==> config.mk <==
export PLATFORM = sky130hd
export DESIGN_NAME = multiplicador_seq_flat
export DESIGN_NICKNAME = d
export VERILOG_FILES = /design/src/rtl/multiplicador_seq_pkg.sv /design/src/rtl/multiplicador_seq_if.sv /design/src/rtl/multiplicador_seq_step.sv /design/src/rtl/multiplicador_seq.sv /design/src/flat_wrapper.sv
export SDC_FILE = /design/constraint.sdc
export NUM_CORES = 1
export LEC_CHECK = 0
export CORE_MARGIN = 4
export CORE_UTILIZATION = 60
export DETAILED_ROUTE_END_ITERATION = 8
export PLACE_DENSITY = 0.86
export SETUP_SLACK_MARGIN = 0.05
export SLEW_MARGIN = 20
export SYNTH_ARGS = -nofsm -noshare
export SYNTH_HDL_FRONTEND = slang
export SYNTH_HIERARCHICAL = 1
export SYNTH_SLANG_ARGS = --single-unit
==> constraint.sdc <==
create_clock -name clk -period 3.4 [get_ports clk]
set_input_delay 0.85 -clock clk [delete_from_list [all_inputs] [get_ports clk]]
set_output_delay 0.85 -clock clk [all_outputs]
set_load 0.005 [all_outputs]
==> src/rtl/multiplicador_seq_pkg.sv <==
// Shared types and helpers for the sequential shift-and-add multiplier.
`timescale 1ns/1ps
package multiplicador_pkg;

  typedef enum logic [1:0] {
    IDLE = 2'b00,
    CALC = 2'b01,
    DONE = 2'b10
  } state_t;

  // Iteration counter width; never below one bit so the counter stays declarable.
  function automatic int cnt_width(input int bits);
    return (bits < 2) ? 1 : $clog2(bits);
  endfunction

endpackage

==> src/rtl/multiplicador_seq_if.sv <==
// Start/done handshake and operand/result bus of the multiplier.
`timescale 1ns/1ps
interface multiplicador_seq_if #(
  parameter int BIT = 4
);
  logic               start;
  logic [BIT-1:0]     num1;
  logic [BIT-1:0]     num2;
  logic               busy;
  logic               done;
  logic [2*BIT-1:0]   Result;
  logic               OFLOW;

  modport master (
    output start, num1, num2,
    input  busy, done, Result, OFLOW
  );

  modport slave (
    input  start, num1, num2,
    output busy, done, Result, OFLOW
  );
endinterface

==> src/rtl/multiplicador_seq_step.sv <==
// One shift-and-add iteration: conditional accumulate, then shift both operands.
`timescale 1ns/1ps
module multiplicador_step #(
  parameter int BIT = 4
) (
  input  logic [2*BIT-1:0] acc,
  input  logic [2*BIT-1:0] mcand,
  input  logic [BIT-1:0]   mplier,
  output logic [2*BIT-1:0] acc_next,
  output logic [2*BIT-1:0] mcand_next,
  output logic [BIT-1:0]   mplier_next
);

  assign acc_next    = mplier[0] ? (acc + mcand) : acc;
  assign mcand_next  = mcand << 1;
  assign mplier_next = mplier >> 1;

endmodule

==> src/rtl/multiplicador_seq.sv <==
// Sequential unsigned multiplier: one multiplier bit per clock, BIT cycles per product.
`timescale 1ns/1ps
module multiplicador_seq
  import multiplicador_pkg::*;
#(
  parameter int BIT = 4
) (
  input  logic                clk,
  input  logic                rst_n,
  multiplicador_seq_if.slave  bus
);

  localparam int CW = cnt_width(BIT);

  state_t            state_reg;
  logic [2*BIT-1:0]  acc_reg;
  logic [2*BIT-1:0]  mcand_reg;
  logic [BIT-1:0]    mplier_reg;
  logic [CW-1:0]     cnt_reg;
  logic              busy_reg;
  logic              done_reg;
  logic [2*BIT-1:0]  result_reg;
  logic              oflow_reg;

  logic [2*BIT-1:0]  acc_next;
  logic [2*BIT-1:0]  mcand_next;
  logic [BIT-1:0]    mplier_next;

  multiplicador_step #(.BIT(BIT)) u_step (
    .acc         (acc_reg),
    .mcand       (mcand_reg),
    .mplier      (mplier_reg),
    .acc_next    (acc_next),
    .mcand_next  (mcand_next),
    .mplier_next (mplier_next)
  );

  always_ff @(posedge clk or negedge rst_n) begin
    if (!rst_n) begin
      state_reg  <= IDLE;
      acc_reg    <= '0;
      mcand_reg  <= '0;
      mplier_reg <= '0;
      cnt_reg    <= '0;
      busy_reg   <= 1'b0;
      done_reg   <= 1'b0;
      result_reg <= '0;
      oflow_reg  <= 1'b0;
    end else begin
      case (state_reg)
        IDLE: begin
          done_reg <= 1'b0;
          if (bus.start) begin
            mcand_reg  <= {{BIT{1'b0}}, bus.num1};
            mplier_reg <= bus.num2;
            acc_reg    <= '0;
            cnt_reg    <= '0;
            busy_reg   <= 1'b1;
            state_reg  <= CALC;
          end
        end
        CALC: begin
          acc_reg    <= acc_next;
          mcand_reg  <= mcand_next;
          mplier_reg <= mplier_next;
          cnt_reg    <= cnt_reg + 1'b1;
          // Outputs are loaded only from the final sum, never from partial ones.
          if (cnt_reg == CW'(BIT - 1)) begin
            result_reg <= acc_next;
            oflow_reg  <= |acc_next[2*BIT-1:BIT];
            done_reg   <= 1'b1;
            state_reg  <= DONE;
          end
        end
        DONE: begin
          done_reg  <= 1'b0;
          busy_reg  <= 1'b0;
          state_reg <= IDLE;
        end
        default: begin
          done_reg  <= 1'b0;
          busy_reg  <= 1'b0;
          state_reg <= IDLE;
        end
      endcase
    end
  end

  assign bus.busy   = busy_reg;
  assign bus.done   = done_reg;
  assign bus.Result = result_reg;
  assign bus.OFLOW  = oflow_reg;

endmodule

==> src/flat_wrapper.sv <==
// flat-port wrapper written by rule: the top's interface ports become plain ports
module multiplicador_seq_flat import multiplicador_pkg::*;
#(
  parameter int BIT = 4
)
  (clk, rst_n, bus_start, bus_num1, bus_num2, bus_busy, bus_done, bus_Result, bus_OFLOW);
  multiplicador_seq_if #(.BIT(BIT)) bus_i ();
  input  logic clk;
  input  logic rst_n;
  input wire logic [$bits(bus_i.start)-1:0] bus_start;
  input wire logic [$bits(bus_i.num1)-1:0] bus_num1;
  input wire logic [$bits(bus_i.num2)-1:0] bus_num2;
  output wire logic [$bits(bus_i.busy)-1:0] bus_busy;
  output wire logic [$bits(bus_i.done)-1:0] bus_done;
  output wire logic [$bits(bus_i.Result)-1:0] bus_Result;
  output wire logic [$bits(bus_i.OFLOW)-1:0] bus_OFLOW;
  assign bus_i.start = bus_start;
  assign bus_i.num1 = bus_num1;
  assign bus_i.num2 = bus_num2;
  assign bus_busy = bus_i.busy;
  assign bus_done = bus_i.done;
  assign bus_Result = bus_i.Result;
  assign bus_OFLOW = bus_i.OFLOW;
  multiplicador_seq #(.BIT(BIT)) u_core (.clk(clk), .rst_n(rst_n), .bus(bus_i));
endmodule
* Word-level counts from Yosys, hierarchy flattened *
Index checks and enable logic that the tools add are counted.

storage, ports and cells
  logic and storage cells = 39
  bits of input ports = 11
  flip-flop bits (word level) = 35

cells by class
  reductions and logical operators = 7
  bitwise gates (word level) = 1
  equality and inequality tests = 4
  muxes and demuxes = 16
  add/subtract/negate cells = 2

operator list
  cell                                                             count
  8-bit case mux with 2 select lines                               2
  8-bit 2-to-1 mux                                                 3
  8-bit adder                                                      1
  2-bit case mux with 2 select lines                               2
  4-bit case mux with 2 select lines                               1
  2-bit AND reduction                                              4
  2-bit 2-to-1 mux                                                 3
  4-bit 2-to-1 mux                                                 1
  4-bit OR reduction                                               1
  1-bit 2-to-1 mux                                                 3
  2-bit by 1-bit adder with 2-bit output, second input constant    1
  2-bit by 1-bit == test with 1-bit output, second input constant  1
  2-bit == test, second input constant                             1
  2-bit logical NOT                                                1
  2-bit by 1-bit != test with 1-bit output, second input constant  1
  2-bit != test, second input constant                             1
  1-bit case mux with 2 select lines                               1
  2-bit nonzero test                                               1
  1-bit NOT                                                        1

* Depth between registers and ports, before layout *
  word-level depth = 3
  mapped depth = 10

* Cells and area by module *
The synthesis kept the hierarchy.

by module, submodules not included
  module              times used  area each (µm²)  cells each
  multiplicador_seq   1           1423.9           108
  multiplicador_step  1           539.3            70

* Worst setup path after synthesis *
Ideal clock, no wire load.

  kind = flip-flop to flip-flop
  start = register u_core.mcand_reg[0]
  end = register u_core.oflow_reg (netlist: u_core/bus.OFLOW)
  setup slack = 1.362 ns
  buffers on the path = 0
  clock period less this slack = 2.038 ns
  stages on the path, launching flop included = 11
  setup time = 0.128 ns
  data arrival time = 1.910 ns
  required time = 3.272 ns
  path through = dfrtp_1 -> ha_1 -> inv_1 -> fa_1 -> nor2b_1 -> o31a_1 -> o21ai_1 -> nand4b_1 -> o311ai_1 -> nor4_1 -> o21ai_0

between the ends
  longest elaborated chain between the ends = 3

ends and longest elaborated chain
  what                      RTL line                      RTL
  start: declaration        multiplicador_seq.sv:17       logic [2*BIT-1:0] mcand_reg;
  start signal: assignment  multiplicador_seq.sv:54       mcand_reg <= {{BIT{1'b0}}, bus.num1};
  start signal: assignment  multiplicador_seq.sv:64       mcand_reg <= mcand_next;
  8-bit adder               multiplicador_seq_step.sv:14  assign acc_next = mplier[0] ? (acc + mcand) : acc;
  8-bit 2-to-1 mux          multiplicador_seq_step.sv:14
  net u_core.acc_next[6]    multiplicador_seq.sv:25       logic [2*BIT-1:0] acc_next;
  4-bit OR reduction        multiplicador_seq.sv:70       oflow_reg <= |acc_next[2*BIT-1:BIT];
  end signal: assignment    multiplicador_seq.sv:70
  end: declaration          multiplicador_seq.sv:23       logic oflow_reg;

The timed path passes the listed nets, and every way through them passes these cells.
A chain may end at the register's enable or synchronous reset.

* Worst setup path in the final report *
Same ends and word-level chain as after synthesis.

==> results.md <==
* Arrival time at the worst endpoint at about 2600 ps
* Longest Clk Path Bufs at 2
* Post-synth EDFFs at 0
* Reg2Reg Depth at 9
* Post-Synth Adder-Cell Area at 0.0612
* Main combinational cell family by area after synthesis: compound AO/OA/AOI/OAI gates
* Final worst slack at between 1000 and 1500 ps
* DIE HEIGHT at 65.2 um
* Fraction of layout cells with a size suffix above 1 at 0.132
* Detailed placer's ending HPWL at ~2700 um
* Post-Syn Area at approximately 2000 um2
* Die area at roughly 4300 um2
* Vias in the first global route at between 1000 and 1500
* Commonest cells after routing, fill and taps aside: dfrtp_1, clkdlybuf4s50_1, o22ai_1, a22o_1, a21oi_1
* Post-Route WL at 3800 um
* Distinct cell type count after synthesis at 43
* Worst-path clk slew at around 100 ps
* RSZ-0062 raised after global routing: no
* DR pass1 iterations at 4
* Nets@finish at 208
* Number of setup buffers added after CTS at 0
* Synth async-reset ratio at 1.00
* Crit path capture: u_core/bus.OFLOW$_DFFE_PN0P_
* Critical Path Fanout Max at 4
* Final period util at 0.683
* R2R Setup Slk at roughly 1100 ps
* Clk_lat worst skew at between 300 and 400 ps
* Sequential share of the synthesized area at 0.446
* Ports at 22
* Final Critical Period at ~2300 ps
* Worst setup path startpoint: u_core/mcand_reg[0]$_DFFE_PN0P_
* Initial DRC count at 72
* Gr usage total at 0.200
* CTS tree: done
* Compound-Gate Fraction of Synth Area at 0.230
* Worst Setup Start Kind: flop
* Number of antenna violations at the first check in global routing at 0
* Detailed-route via count at ~1400
* Yosys Warn Count at 6
* Fmax at roughly 430 MHz
* Antenna diode count at 0
* Horiz. Die Dim at ~65 um
* Synth Instances at 178
* Floorplan row count at 20
* Slew Viols, Final at 0
* Core area at just over 3000 um2
* Max-cap violations at 0
* CP Capture Type: flop
* WS Path Type: reg -> reg
* Clock buffer count from CTS at 5
* Post-route DRC at 0
* XOR/XNOR share of the synthesized area at 0.0134
* Clock skew at 7.02 ps
* Syn_area_per_cell at 11.0 um2
* P&R area growth vs syn at 9.94%
* Status: completed
* Worst-Margin Slew at approximately 630 ps
* Initial cell density of the core at 0.633
* Final cell count without fillers at 233
* Final setup vio count at 0
* DR WL/cell at 16.3 um
* Rel. slew slack at 0.582
* DP Cell Count at between 200 and 250
* # fillers at about 250
* Worst path required time at around 3700 ps
* Antenna viol nets, final at 0
* Commonest register cell after synthesis: dfrtp_1
* Synth Area in Simple Gates at 0.0739
* Post-CTS Resized at 0
* Depth of the CTS H-tree at 2
* Yosys reg bits at 35
* GRT overflow at 0
* Reg2reg end: u_core/bus.OFLOW$_DFFE_PN0P_
* Hold buffer count at CTS at 0
* Pin count of the biggest net entering global routing at 36
* Setup TNS at 0 ps
* Worst R2R Start: u_core/mcand_reg[0]$_DFFE_PN0P_
* PwrDens at between 1000 and 1500 nW/um2
* Worst VDD drop at 0.000531 V
* Hold path depth at 1
* Most common cell after layout, fill and taps aside: dfrtp_1
* P_leak at roughly 0.001 uW
* Multiplexer area fraction after synthesis at 0.0835
* Fin. Hold Viols at 0
* Clock sink count at 35
* Via density at ~6
* I/O Buffers at 21
* Worst min path class: reg -> reg
* Dpl ws at about 1000 ps
* Final core utilization at 0.696
* CTS root buffer: clkbuf_4
* GP Congestion at 0.839
* First-pass GRT wire length at 6470 um
[worst max-delay path, stage by stage, from the launching register on]
cell,delay [ps]
dfrtp_1,420
ha_1,230
inv_1,70
fa_1,400
nor2b_1,150
o31a_1,170
o21ai_1,90
o311ai_1,410
nor4_1,120
o21ai_0,180
[kinds of logic after synthesis]
| logic type | after synthesis |
|---|---|
| AO/OA/AOI/OAI | 64 |
| XOR/XNOR | 3 |
| adder cells (fa/ha/maj) | 9 |
| buffers and inverters | 27 |
| flip-flops | 35 |
| multiplexers | 12 |
| other | 1 |
| AND/OR/NAND/NOR | 27 |
[how the worst min path moves through the flow]
stage | from | slack, ps | endpoint
2_1_floorplan | u_core/cnt_reg[0]$_DFFE_PN0P_ | 450 | u_core/cnt_reg[0]$_DFFE_PN0P_
3_3_place_gp | u_core/bus.OFLOW$_DFFE_PN0P_ | 460 | u_core/bus.OFLOW$_DFFE_PN0P_
3_5_place_dp | u_core/cnt_reg[0]$_DFFE_PN0P_ | 480 | u_core/cnt_reg[0]$_DFFE_PN0P_
4_1_cts | u_core/cnt_reg[0]$_DFFE_PN0P_ | 500 | u_core/cnt_reg[0]$_DFFE_PN0P_
5_1_grt | u_core/cnt_reg[0]$_DFFE_PN0P_ | 510 | u_core/cnt_reg[0]$_DFFE_PN0P_
6_report | u_core/cnt_reg[0]$_DFFE_PN0P_ | 490 | u_core/cnt_reg[0]$_DFFE_PN0P_
[layout make-up]
cell class	count	area (um2)	area share
clock buffer	8	68.8	0.0319
inverter	7	26.3	0.0122
multi-input combinational	117	915	0.424
sequential	35	876	0.406
tap	44	55.1	0.0255
timing repair buffer	22	218	0.101
[stage by stage]
| stage | total power [uW] | hold slack (ps) | instance area [um2] |
|---|---|---|---|
| after global routing | 2520 | 512 | 2160 |
| after global placement | 1990 | 462 | 2090 |
| after floorplan | 1830 | 454 | 1970 |
| after detailed placement | 2070 | 480 | 2090 |
| after CTS | 2340 | 496 | 2160 |
| final | 2330 | 490 | 2160 |
[cells in the mapped netlist (all sizes together), types with 3 or more instances]
library cell | count | area (um2)
o21bai | 3 | 26.3
nand2b | 3 | 18.8
inv | 6 | 22.5
nor2 | 9 | 36.3
ha | 8 | 100
o22ai | 17 | 106
a21o | 3 | 22.5
buf | 19 | 146
dfrtp | 35 | 876
mux2 | 11 | 154
a22o | 13 | 114
a21oi | 13 | 65.1
a211oi | 3 | 27.5
o21ai | 5 | 25.0
nand2 | 7 | 26.3
[where the power goes]
part / switching (uW) / leakage, uW / internal [uW]
logic: 626 / 0.000508 / 669
registers: 173 / 0.000425 / 610
clock network: 134 / 0.0000386 / 122
total: 934 / 0.000972 / 1400
[routing by layer]
| metal | global-route usage | wire, um |
|---|---|---|
| met5 | 0 | 0 |
| met4 | 0.0933 | 64 |
| met3 | 0.0479 | 288 |
| met2 | 0.335 | 1830 |
| met1 | 0.241 | 1620 |
(Power assumes the default switching activity.)
